**config.mk**
```make
export PLATFORM = sky130hd
export DESIGN_NAME = deco_7seg_mux_n_flat
export DESIGN_NICKNAME = d
export VERILOG_FILES = /design/src/rtl/deco_7seg_mux_n_if.sv /design/src/rtl/deco_7seg_mux_n.sv /design/src/flat_wrapper.sv
export SDC_FILE = /design/constraint.sdc
export NUM_CORES = 1
export LEC_CHECK = 0
export ABC_AREA = 0
export CORE_MARGIN = 1
export CORE_UTILIZATION = 45
export CTS_BUF_LIST = sky130_fd_sc_hd__clkbuf_16
export CTS_CLUSTER_SIZE = 8
export DETAILED_ROUTE_END_ITERATION = 6
export GPL_ROUTABILITY_DRIVEN = 0
export HOLD_SLACK_MARGIN = 0.05
export PLACE_DENSITY_LB_ADDON = 0.2
export SYNTH_ARGS = -nofsm -noshare
export SYNTH_HDL_FRONTEND = slang
export SYNTH_SLANG_ARGS = --single-unit
```
**constraint.sdc**
```tcl
create_clock -name i_Clk -period 3.9 [get_ports i_Clk]
set_input_delay 0.39 -clock i_Clk [delete_from_list [all_inputs] [get_ports i_Clk]]
set_output_delay 0.39 -clock i_Clk [all_outputs]
set_load 0.02 [all_outputs]
```
**src/rtl/deco_7seg_mux_n_if.sv**
```systemverilog
// deco_7seg_mux_n_if: display controller bus between datapath and scan unit.
// master drives Enable/Load/Valor/Punto; slave drives Segmentos/Punto/Anodos/Tick.
interface deco_7seg_mux_n_if #(
  parameter int N_DIGITS = 4
);
  logic                  i_Enable;
  logic                  i_Load;
  logic [4*N_DIGITS-1:0] i_Valor;
  logic [N_DIGITS-1:0]   i_Punto;
  logic [6:0]            o_Segmentos;
  logic                  o_Punto;
  logic [N_DIGITS-1:0]   o_Anodos;
  logic                  o_Tick;

  modport master (
    output i_Enable, i_Load, i_Valor, i_Punto,
    input  o_Segmentos, o_Punto, o_Anodos, o_Tick
  );

  modport slave (
    input  i_Enable, i_Load, i_Valor, i_Punto,
    output o_Segmentos, o_Punto, o_Anodos, o_Tick
  );
endinterface

```
**src/rtl/deco_7seg_mux_n.sv**
```systemverilog
// deco_7seg_mux_n: N-digit multiplexed 7-seg driver, double-buffered values.
// Ports: i_Clk, i_Reset (sync, high), bus (slave). Macro BLANK_CEROS_EN.
module deco_7seg_mux_n #(
  parameter int N_DIGITS       = 4,
  parameter int PRESCALE       = 1000,
  parameter bit SEG_ACTIVE_LOW = 1'b1,
  parameter bit AN_ACTIVE_LOW  = 1'b1
) (
  input logic               i_Clk,
  input logic               i_Reset,
  deco_7seg_mux_n_if.slave  bus
);
  localparam int IW = (N_DIGITS > 1) ? $clog2(N_DIGITS) : 1;
  localparam int PW = (PRESCALE > 1) ? $clog2(PRESCALE) : 1;
  localparam int VW = 4 * N_DIGITS;

  localparam logic [PW-1:0] P_LAST = PW'(PRESCALE - 1);
  localparam logic [IW-1:0] I_LAST = IW'(N_DIGITS - 1);

  localparam logic [6:0] SEG_OFF = SEG_ACTIVE_LOW ? 7'h7F : 7'h00;
  localparam logic       DP_OFF  = SEG_ACTIVE_LOW;
  localparam logic [N_DIGITS-1:0] AN_OFF =
    AN_ACTIVE_LOW ? {N_DIGITS{1'b1}} : {N_DIGITS{1'b0}};

  function automatic logic [6:0] hex7(input logic [3:0] v);
    logic [6:0] p;
    unique case (v)
      4'h0: p = 7'h3F;
      4'h1: p = 7'h06;
      4'h2: p = 7'h5B;
      4'h3: p = 7'h4F;
      4'h4: p = 7'h66;
      4'h5: p = 7'h6D;
      4'h6: p = 7'h7D;
      4'h7: p = 7'h07;
      4'h8: p = 7'h7F;
      4'h9: p = 7'h6F;
      4'hA: p = 7'h77;
      4'hB: p = 7'h7C;
      4'hC: p = 7'h39;
      4'hD: p = 7'h5E;
      4'hE: p = 7'h79;
      4'hF: p = 7'h71;
    endcase
    return p;
  endfunction

  logic [PW-1:0]       presc_q, presc_d;
  logic [IW-1:0]       idx_q, idx_d;
  logic [VW-1:0]       pval_q, pval_d;
  logic [N_DIGITS-1:0] pdp_q, pdp_d;
  logic [VW-1:0]       dval_q, dval_d;
  logic [N_DIGITS-1:0] ddp_q, ddp_d;
  logic [6:0]          seg_q, seg_d;
  logic                dp_q, dp_d;
  logic [N_DIGITS-1:0] an_q, an_d;
  logic                tick_q, tick_d;

  logic                adv;
  logic                wrap;
  logic                bnd;
  logic                blank;
  logic [3:0]          nib;
  logic [6:0]          pat;
  logic [N_DIGITS-1:0] onehot;
  logic [N_DIGITS-1:0] nz;
  logic                hi;
  int                  sel;

  always_comb begin
    adv     = bus.i_Enable && (presc_q == P_LAST);
    wrap    = (idx_q == I_LAST);
    bnd     = adv && wrap;
    sel     = int'(idx_q);

    presc_d = presc_q;
    if (bus.i_Enable) begin
      presc_d = adv ? '0 : presc_q + 1'b1;
    end

    idx_d = idx_q;
    if (adv) begin
      idx_d = wrap ? '0 : idx_q + 1'b1;
    end

    pval_d = bus.i_Load ? bus.i_Valor : pval_q;
    pdp_d  = bus.i_Load ? bus.i_Punto : pdp_q;

    // A load on the frame edge bypasses pending so it shows immediately.
    dval_d = dval_q;
    ddp_d  = ddp_q;
    if (bnd) begin
      dval_d = bus.i_Load ? bus.i_Valor : pval_q;
      ddp_d  = bus.i_Load ? bus.i_Punto : pdp_q;
    end

    // nz[k]: digit k or any higher digit is non-zero.
    nz = '0;
    hi = 1'b0;
    for (int k = N_DIGITS - 1; k >= 0; k--) begin
      hi    = hi | (|dval_q[4*k +: 4]);
      nz[k] = hi;
    end

`ifdef BLANK_CEROS_EN
    blank = (sel != 0) && !nz[sel];
`else
    blank = 1'b0;
`endif

    nib = dval_q[4*sel +: 4];
    pat = hex7(nib);

    onehot      = '0;
    onehot[sel] = 1'b1;

    seg_d  = blank ? SEG_OFF : (SEG_ACTIVE_LOW ? ~pat : pat);
    dp_d   = SEG_ACTIVE_LOW ? ~ddp_q[sel] : ddp_q[sel];
    an_d   = AN_ACTIVE_LOW ? ~onehot : onehot;
    tick_d = adv;

    if (!bus.i_Enable) begin
      seg_d = SEG_OFF;
      dp_d  = DP_OFF;
      an_d  = AN_OFF;
    end
  end

  always_ff @(posedge i_Clk) begin
    if (i_Reset) begin
      presc_q <= '0;
      idx_q   <= '0;
      pval_q  <= '0;
      pdp_q   <= '0;
      dval_q  <= '0;
      ddp_q   <= '0;
      seg_q   <= SEG_OFF;
      dp_q    <= DP_OFF;
      an_q    <= AN_OFF;
      tick_q  <= 1'b0;
    end else begin
      presc_q <= presc_d;
      idx_q   <= idx_d;
      pval_q  <= pval_d;
      pdp_q   <= pdp_d;
      dval_q  <= dval_d;
      ddp_q   <= ddp_d;
      seg_q   <= seg_d;
      dp_q    <= dp_d;
      an_q    <= an_d;
      tick_q  <= tick_d;
    end
  end

  assign bus.o_Segmentos = seg_q;
  assign bus.o_Punto     = dp_q;
  assign bus.o_Anodos    = an_q;
  assign bus.o_Tick      = tick_q;
endmodule
```
**src/flat_wrapper.sv**
```systemverilog
// flat-port wrapper written by rule: the top's interface ports become plain ports
module deco_7seg_mux_n_flat 
#(
  parameter int N_DIGITS       = 4,
  parameter int PRESCALE       = 1000,
  parameter bit SEG_ACTIVE_LOW = 1'b1,
  parameter bit AN_ACTIVE_LOW  = 1'b1
)
  (i_Clk, i_Reset, bus_i_Enable, bus_i_Load, bus_i_Valor, bus_i_Punto, bus_o_Segmentos, bus_o_Punto, bus_o_Anodos, bus_o_Tick);
  deco_7seg_mux_n_if #(.N_DIGITS(N_DIGITS)) bus_i ();
  input logic i_Clk;
  input logic i_Reset;
  input wire logic [$bits(bus_i.i_Enable)-1:0] bus_i_Enable;
  input wire logic [$bits(bus_i.i_Load)-1:0] bus_i_Load;
  input wire logic [$bits(bus_i.i_Valor)-1:0] bus_i_Valor;
  input wire logic [$bits(bus_i.i_Punto)-1:0] bus_i_Punto;
  output wire logic [$bits(bus_i.o_Segmentos)-1:0] bus_o_Segmentos;
  output wire logic [$bits(bus_i.o_Punto)-1:0] bus_o_Punto;
  output wire logic [$bits(bus_i.o_Anodos)-1:0] bus_o_Anodos;
  output wire logic [$bits(bus_i.o_Tick)-1:0] bus_o_Tick;
  assign bus_i.i_Enable = bus_i_Enable;
  assign bus_i.i_Load = bus_i_Load;
  assign bus_i.i_Valor = bus_i_Valor;
  assign bus_i.i_Punto = bus_i_Punto;
  assign bus_o_Segmentos = bus_i.o_Segmentos;
  assign bus_o_Punto = bus_i.o_Punto;
  assign bus_o_Anodos = bus_i.o_Anodos;
  assign bus_o_Tick = bus_i.o_Tick;
  deco_7seg_mux_n #(.N_DIGITS(N_DIGITS), .PRESCALE(PRESCALE), .SEG_ACTIVE_LOW(SEG_ACTIVE_LOW), .AN_ACTIVE_LOW(AN_ACTIVE_LOW)) u_core (.i_Clk(i_Clk), .i_Reset(i_Reset), .bus(bus_i));
endmodule
```
==> impl_metrics.ini, run 1 <==
[cells_and_area]
final_net_count = 332
post_route_cells_drive_above_1_share_pct = 8.609
layout.filler_cells = 488
finalNonFillerCells = 374
layout-area-overhead-vs-synth_pct = 26.28
antenna-diode-count = 0

[yosys]
netlist_instances = 266
synth_top_area_cell = sky130_fd_sc_hd__dfxtp_1
synthArstFlopShare_pct = 0
synth_top_cell_area_share_pct = 49.59
synth_seq_area_share_pct = 49.59
synth_top_cells_by_count = sky130_fd_sc_hd__dfxtp_1, sky130_fd_sc_hd__nor2_1, sky130_fd_sc_hd__mux2i_1
synth_top_cells_by_area = sky130_fd_sc_hd__dfxtp_1, sky130_fd_sc_hd__mux2i_1, sky130_fd_sc_hd__nor2_1
netlist-cell-type-count = 31
most_frequently_used_cell_type_in_the_post_synthesis_netlist = sky130_fd_sc_hd__dfxtp_1
ys_ff_latch = 65
synth_enable_flop_cells = 0
synth.yosys.warnings = 0
syn_area_um2 = 2624
synth_top_flop_cell = sky130_fd_sc_hd__dfxtp_1
synthesized_nets = 301
avg_inst_size_synth_um2 = 9.864

[clock_tree]
cts_num_sinks = 65
clock_tree.buffer_depth = 2
tritoncts = done
numCtsBuffers = 9
ctsResizeCount = 0
cts.clk_slew.worst_paths_ns = 0.05
ctsHoldBuffers = 0
htree_num_levels = 3
clock-root-buffer = sky130_fd_sc_hd__clkbuf_16
post_cts.repair.setup_buffers = 0
clk-insertion-delay-late_ns = 0.32

[placement]
port_buffers = 36
dp.final_hpwl_mm = 2.990
post-place-cells = 358

[worst_setup_path]
critical_path_class = flip-flop to flip-flop
timing.rr.start = u_core.idx_q[0]
worst-endpoint-arrival_ns = 2.46
end_kind = flip-flop
startpoint_type = flip-flop
worstPathRequired_ns = 4.06
largest_fanout_on_the_critical_path = 10
cp-startpoint = u_core.idx_q[0]

[power]
total_leakage_power_nw = 1.218
peakVddDrop_mv = 0.3658
pwr_density_cell_nw_per_um2 = 467.2

[global_route]
first_pass_grt_wire_length_mm = 7.852
grt_overflow = 0
grt_use_total_pct = 16.69
antenna_violations_before_repair = 0
grt_start_max_net_pins = 56
grt_pass1_vias = 1754

[timing]
hold_viol = 0
finalClockSkew_ns = 0.006705
worstMarginPinSlew_ns = 0.9437
setup_viol = 0
max_slew_violation_total_from_the_final_report = 0
relSlewSlack_pct = 37.09
tns_ns = 0
rsz_0062_raised_after_global_routing = false
fmaxAchievable_ghz = 0.4354
finalCritPeriodShare_pct = 58.89
period_needed_ns = 2.297

[floorplanning]
row_count = 27
die-area_um2 = 6140
design.portCount = 37
initial_utilization_pct = 47.07
core_area_um2 = 5574
fp.dieW_um = 78.36
fp.dieH_um = 78.36

[hold_path]
hold_path.startpoint = u_core.presc_q[1]
holdCritPathClass = flip-flop to flip-flop

[flow_run]
max_cap_violations = 0

[routing]
mean_routed_wirelength_per_cell_um = 12.31
postRouteAntennaNets = 0
detail_route.first_pass.iterations = 4
remaining_drc_errors = 0
detailroute.via_count = 1897
drt-vias-per-instance = 5.072
route.final.wire_length_mm = 4.604
drt_iter0_markers = 93

[status]
outcome = completed
sequential cells by signal (all words and copies together), names as in the netlist:
signal / flops
u_core.idx_q: 2
u_core.bus.o_Anodos: 4
u_core.pdp_q: 4
u_core.bus.o_Segmentos: 7
u_core.ddp_q: 4
u_core.pval_q: 16
u_core.dval_q: 16
u_core.presc_q: 10
u_core.bus.o_Tick: 1
u_core.bus.o_Punto: 1
path summary, 6_finish.rpt:
kind         slack, ns  cells past startpoint                   endpoint
max               1.60                      5  u_core.bus.o_Segmentos[3]
min               0.49                      2          u_core.presc_q[1]
max reg2reg       1.60                      5  u_core.bus.o_Segmentos[3]
min reg2reg       0.49                      2          u_core.presc_q[1]
through the flow:
stage | power [W] | hold slack, ns | setup WS [ns] | util (%) | area [um^2]
2_1_floorplan | 0.0007466 | 0.4564 | 1.854 | - | 2624
3_3_place_gp | 0.0007845 | 0.4749 | 1.618 | 54.12 | 3017
3_5_place_dp | 0.0007852 | 0.4820 | 1.579 | 54.12 | 3017
4_1_cts | 0.001565 | 0.4906 | 1.562 | 59.44 | 3313
5_1_grt | 0.001604 | 0.5126 | 1.439 | 59.44 | 3313
6_report | 0.001548 | 0.4861 | 1.603 | 59.44 | 3313
report_power, final:
group / switching [W] / leakage [nW] / total, W / internal, W
logic: 0.0000398 / 0.543 / 0.0000828 / 0.0000431
registers: 0.00000525 / 0.530 / 0.000687 / 0.000682
clock network: 0.000284 / 0.145 / 0.000778 / 0.000494
cell usage in the layout (no fill, tap or decap), drive strengths merged, types with 5 or more instances in the layout:
cell type,n
nor2,49
ha,11
xnor2,5
clkbuf,9
clkdlybuf4s50,35
a211oi,20
a21oi,7
nand2,11
mux4,5
inv,9
dfxtp,65
nand3,5
nor3,11
mux2i,22
nand2b,5
worst max-delay path, stage by stage, from the launching register on:
cell and delay (ns):
sky130_fd_sc_hd__dfxtp_1 0.62, sky130_fd_sc_hd__mux4_2 0.64, sky130_fd_sc_hd__ha_1 0.28, sky130_fd_sc_hd__nor2b_1 0.14
sky130_fd_sc_hd__a2111oi_0 0.36, sky130_fd_sc_hd__a31oi_1 0.08
final cells by class:
| class | count | area, um^2 | area share [%] |
|---|---|---|---|
| clock inverter | 7 | 71.32 | 2.153 |
| sequential | 65 | 1301 | 39.27 |
| inverter | 7 | 26.28 | 0.7931 |
| tap | 72 | 90.09 | 2.719 |
| multi-input combinational | 176 | 1229 | 37.08 |
| clock buffer | 9 | 225.2 | 6.798 |
| timing repair buffer | 38 | 370.4 | 11.18 |
layer usage:
layer / routed length, um / track usage [%] / up-vias / part of all wire (%)
li1: - / - / 990 / -
met1: 2183 / 18.98 / 865 / 47
met2: 2143 / 27.81 / 38 / 47
met3: 222 / 7.093 / 4 / 4.8
met4: 55 / 6.111 / 0 / 1.2
met5: 0 / 0 / - / 0
cells by family after synthesis:
logic type	synth area share, %
flops	49.59
mux	12.68
buf+inv	3.815
compound gates	9.680
fa+ha+maj	5.246
simple gates	16.31
xor+xnor	2.671
No activity file was read; power rests on OpenSTA's default activity.
==> run 2, diff against run 1 <==
Clock period 3.9 ns to 2 ns, I/O delays scaled along.
==> impl_metrics.ini, run 2 (same netlist as run 1, synthesis figures left out) <==
[timing]
max_slew_violation_total_from_the_final_report = 0
finalCritPeriodShare_pct = 93.77
period_needed_ns = 1.875
tns_ns = 0
setup_viol = 0
fmaxAchievable_ghz = 0.5332
worstMarginPinSlew_ns = 0.5423
hold_viol = 0
relSlewSlack_pct = 63.85
rsz_0062_raised_after_global_routing = false
finalClockSkew_ns = 0.002989

[clock_tree]
clock-root-buffer = sky130_fd_sc_hd__clkbuf_16
clock_tree.buffer_depth = 2
post_cts.repair.setup_buffers = 0
htree_num_levels = 3
clk-insertion-delay-late_ns = 0.33
numCtsBuffers = 9
tritoncts = done
cts.clk_slew.worst_paths_ns = 0.05
cts_num_sinks = 65

[worst_setup_path]
reg2regPathDepth = 6
startpoint_type = flip-flop
worstPathRequired_ns = 2.23
worst_r2r_endpoint = u_core.dval_q[2]
end_kind = flip-flop
timing.rr.start = u_core.presc_q[0]
reg2reg_setup_slack_ns = 0.12
critical_path_class = flip-flop to flip-flop
worst-endpoint-arrival_ns = 2.11
largest_fanout_on_the_critical_path = 20

[global_route]
global_route.usage.met3_pct = 7.791
grt_start_max_net_pins = 54
gr-usage-met1_pct = 22.65
first_pass_grt_wire_length_mm = 8.252
met2_usage_pct = 25.96
grt_use_total_pct = 17.94
grt_overflow = 0
antenna_violations_before_repair = 0
grt_pass1_vias = 1802
gr-max-usage-layer = met2

[floorplanning]
fp.dieH_um = 78.36
die-area_um2 = 6140
initial_utilization_pct = 47.07
fp.dieW_um = 78.36
row_count = 27
core_area_um2 = 5574
design.portCount = 37

[power]
peakVddDrop_mv = 0.5982
total_leakage_power_nw = 1.293
pwr_density_cell_nw_per_um2 = 835.8

[flow_run]
max_cap_violations = 0

[routing]
postRouteAntennaNets = 0
detail_route.first_pass.iterations = 4
mean_routed_wirelength_per_cell_um = 12.42
drt-vias-per-instance = 4.904
route.final.wire_length_mm = 4.807
drt_iter0_markers = 41
remaining_drc_errors = 0
detailroute.via_count = 1898

[hold_path]
holdCritPathClass = input port to flip-flop
timing.hold.worst_path_depth = 4
hold_path.startpoint = i_Reset
worstHoldEndpoint = u_core.bus.o_Anodos[2]

[cells_and_area]
most_common_cell_after_layout_fill_and_taps_aside = sky130_fd_sc_hd__dfxtp_1
antenna-diode-count = 0
reg_top3 = u_core.dval_q (16), u_core.pval_q (16), u_core.presc_q (10)
post_route_cells_drive_above_1_share_pct = 12.38
layout_common_cells = sky130_fd_sc_hd__dfxtp_1, sky130_fd_sc_hd__nor2_1, sky130_fd_sc_hd__clkdlybuf4s50_1, sky130_fd_sc_hd__mux2i_1, sky130_fd_sc_hd__a211oi_1
finalInstanceArea_um2 = 3432
layout.filler_cells = 487
final_core_util_pct = 61.57
layout-area-overhead-vs-synth_pct = 30.81
final_net_count = 345

[placement]
port_buffers = 36
dp.final_hpwl_mm = 3.129
post_dp_cell_area_um2 = 3132

[status]
outcome = completed
[run 2: cell count changes in the layout (fill, tap and decap cells not counted), moves of 2 or more]
| cell | change |
|---|---|
| sky130_fd_sc_hd__buf_4 | +10 |
| sky130_fd_sc_hd__clkinvlp_4 | +2 |
| sky130_fd_sc_hd__clkinv_4 | -2 |
| sky130_fd_sc_hd__buf_12 | +2 |
[run 2: worst max-delay path: stages, from the launching register on]
cell and delay, ns:
sky130_fd_sc_hd__dfxtp_1 0.37, sky130_fd_sc_hd__ha_1 0.23, sky130_fd_sc_hd__nand4b_1 0.20, sky130_fd_sc_hd__nor4_4 0.50, sky130_fd_sc_hd__buf_12 0.21, sky130_fd_sc_hd__nor2_1 0.05
sky130_fd_sc_hd__a211oi_1 0.22
[run 2: metrics by stage]
step | total power [W] | instances | setup slack (ns) | hold WS, ns
detailed placement | 0.001540 | 370 | 0.04520 | 0.4788
global route | 0.003002 | 387 | 0.002840 | 0.2923
CTS | 0.002917 | 386 | 0.02217 | 0.2544
global placement | 0.001539 | 370 | 0.08374 | 0.4709
finish | 0.002869 | 387 | 0.1247 | 0.2652
floorplan | 0.001456 | 266 | 0.006560 | 0.3673
[run 2: repair_timing]
item / CTS / global route
resized for setup: 0 / 3
hold buffers: 0 / 0
setup endpoints to repair: 0 / 22
[run 2: where the power goes]
group / internal, W / switching (W)
clock: 0.000820 / 0.000537
sequential: 0.00133 / 0.00000969
combinational: 0.0000917 / 0.0000791
[run 2: routing by layer]
metal / wire [um] / part of all wire, %
met1: 2402 / 50
met2: 2120 / 44
met3: 185 / 3.8
met4: 97 / 2.0
met5: 0 / 0
[run 2: how the worst max path moves through the flow]
stage	slack [ns]	cells past startpoint	from	endpoint
2_1_floorplan	0.007	6	u_core.idx_q[0]	u_core.bus.o_Segmentos[3]
6_report	0.12	6	u_core.presc_q[0]	u_core.dval_q[2]
5_1_grt	0.003	6	u_core.presc_q[0]	u_core.dval_q[3]
3_5_place_dp	0.05	5	u_core.idx_q[0]	u_core.bus.o_Segmentos[3]
3_3_place_gp	0.08	5	u_core.idx_q[0]	u_core.bus.o_Segmentos[3]
4_1_cts	0.02	7	u_core.idx_q[0]	u_core.dval_q[0]
[run 2: area by class of cell]
| class | count | area, um^2 | area share, % |
|---|---|---|---|
| clock buffers | 9 | 225.2 | 6.562 |
| flip-flops and latches | 65 | 1303 | 37.95 |
| well taps | 72 | 90.09 | 2.625 |
| multi-input cells | 176 | 1239 | 36.09 |
| inverters | 7 | 26.28 | 0.7656 |
| clock inverters | 7 | 38.79 | 1.130 |
| repair buffers | 51 | 510.5 | 14.87 |
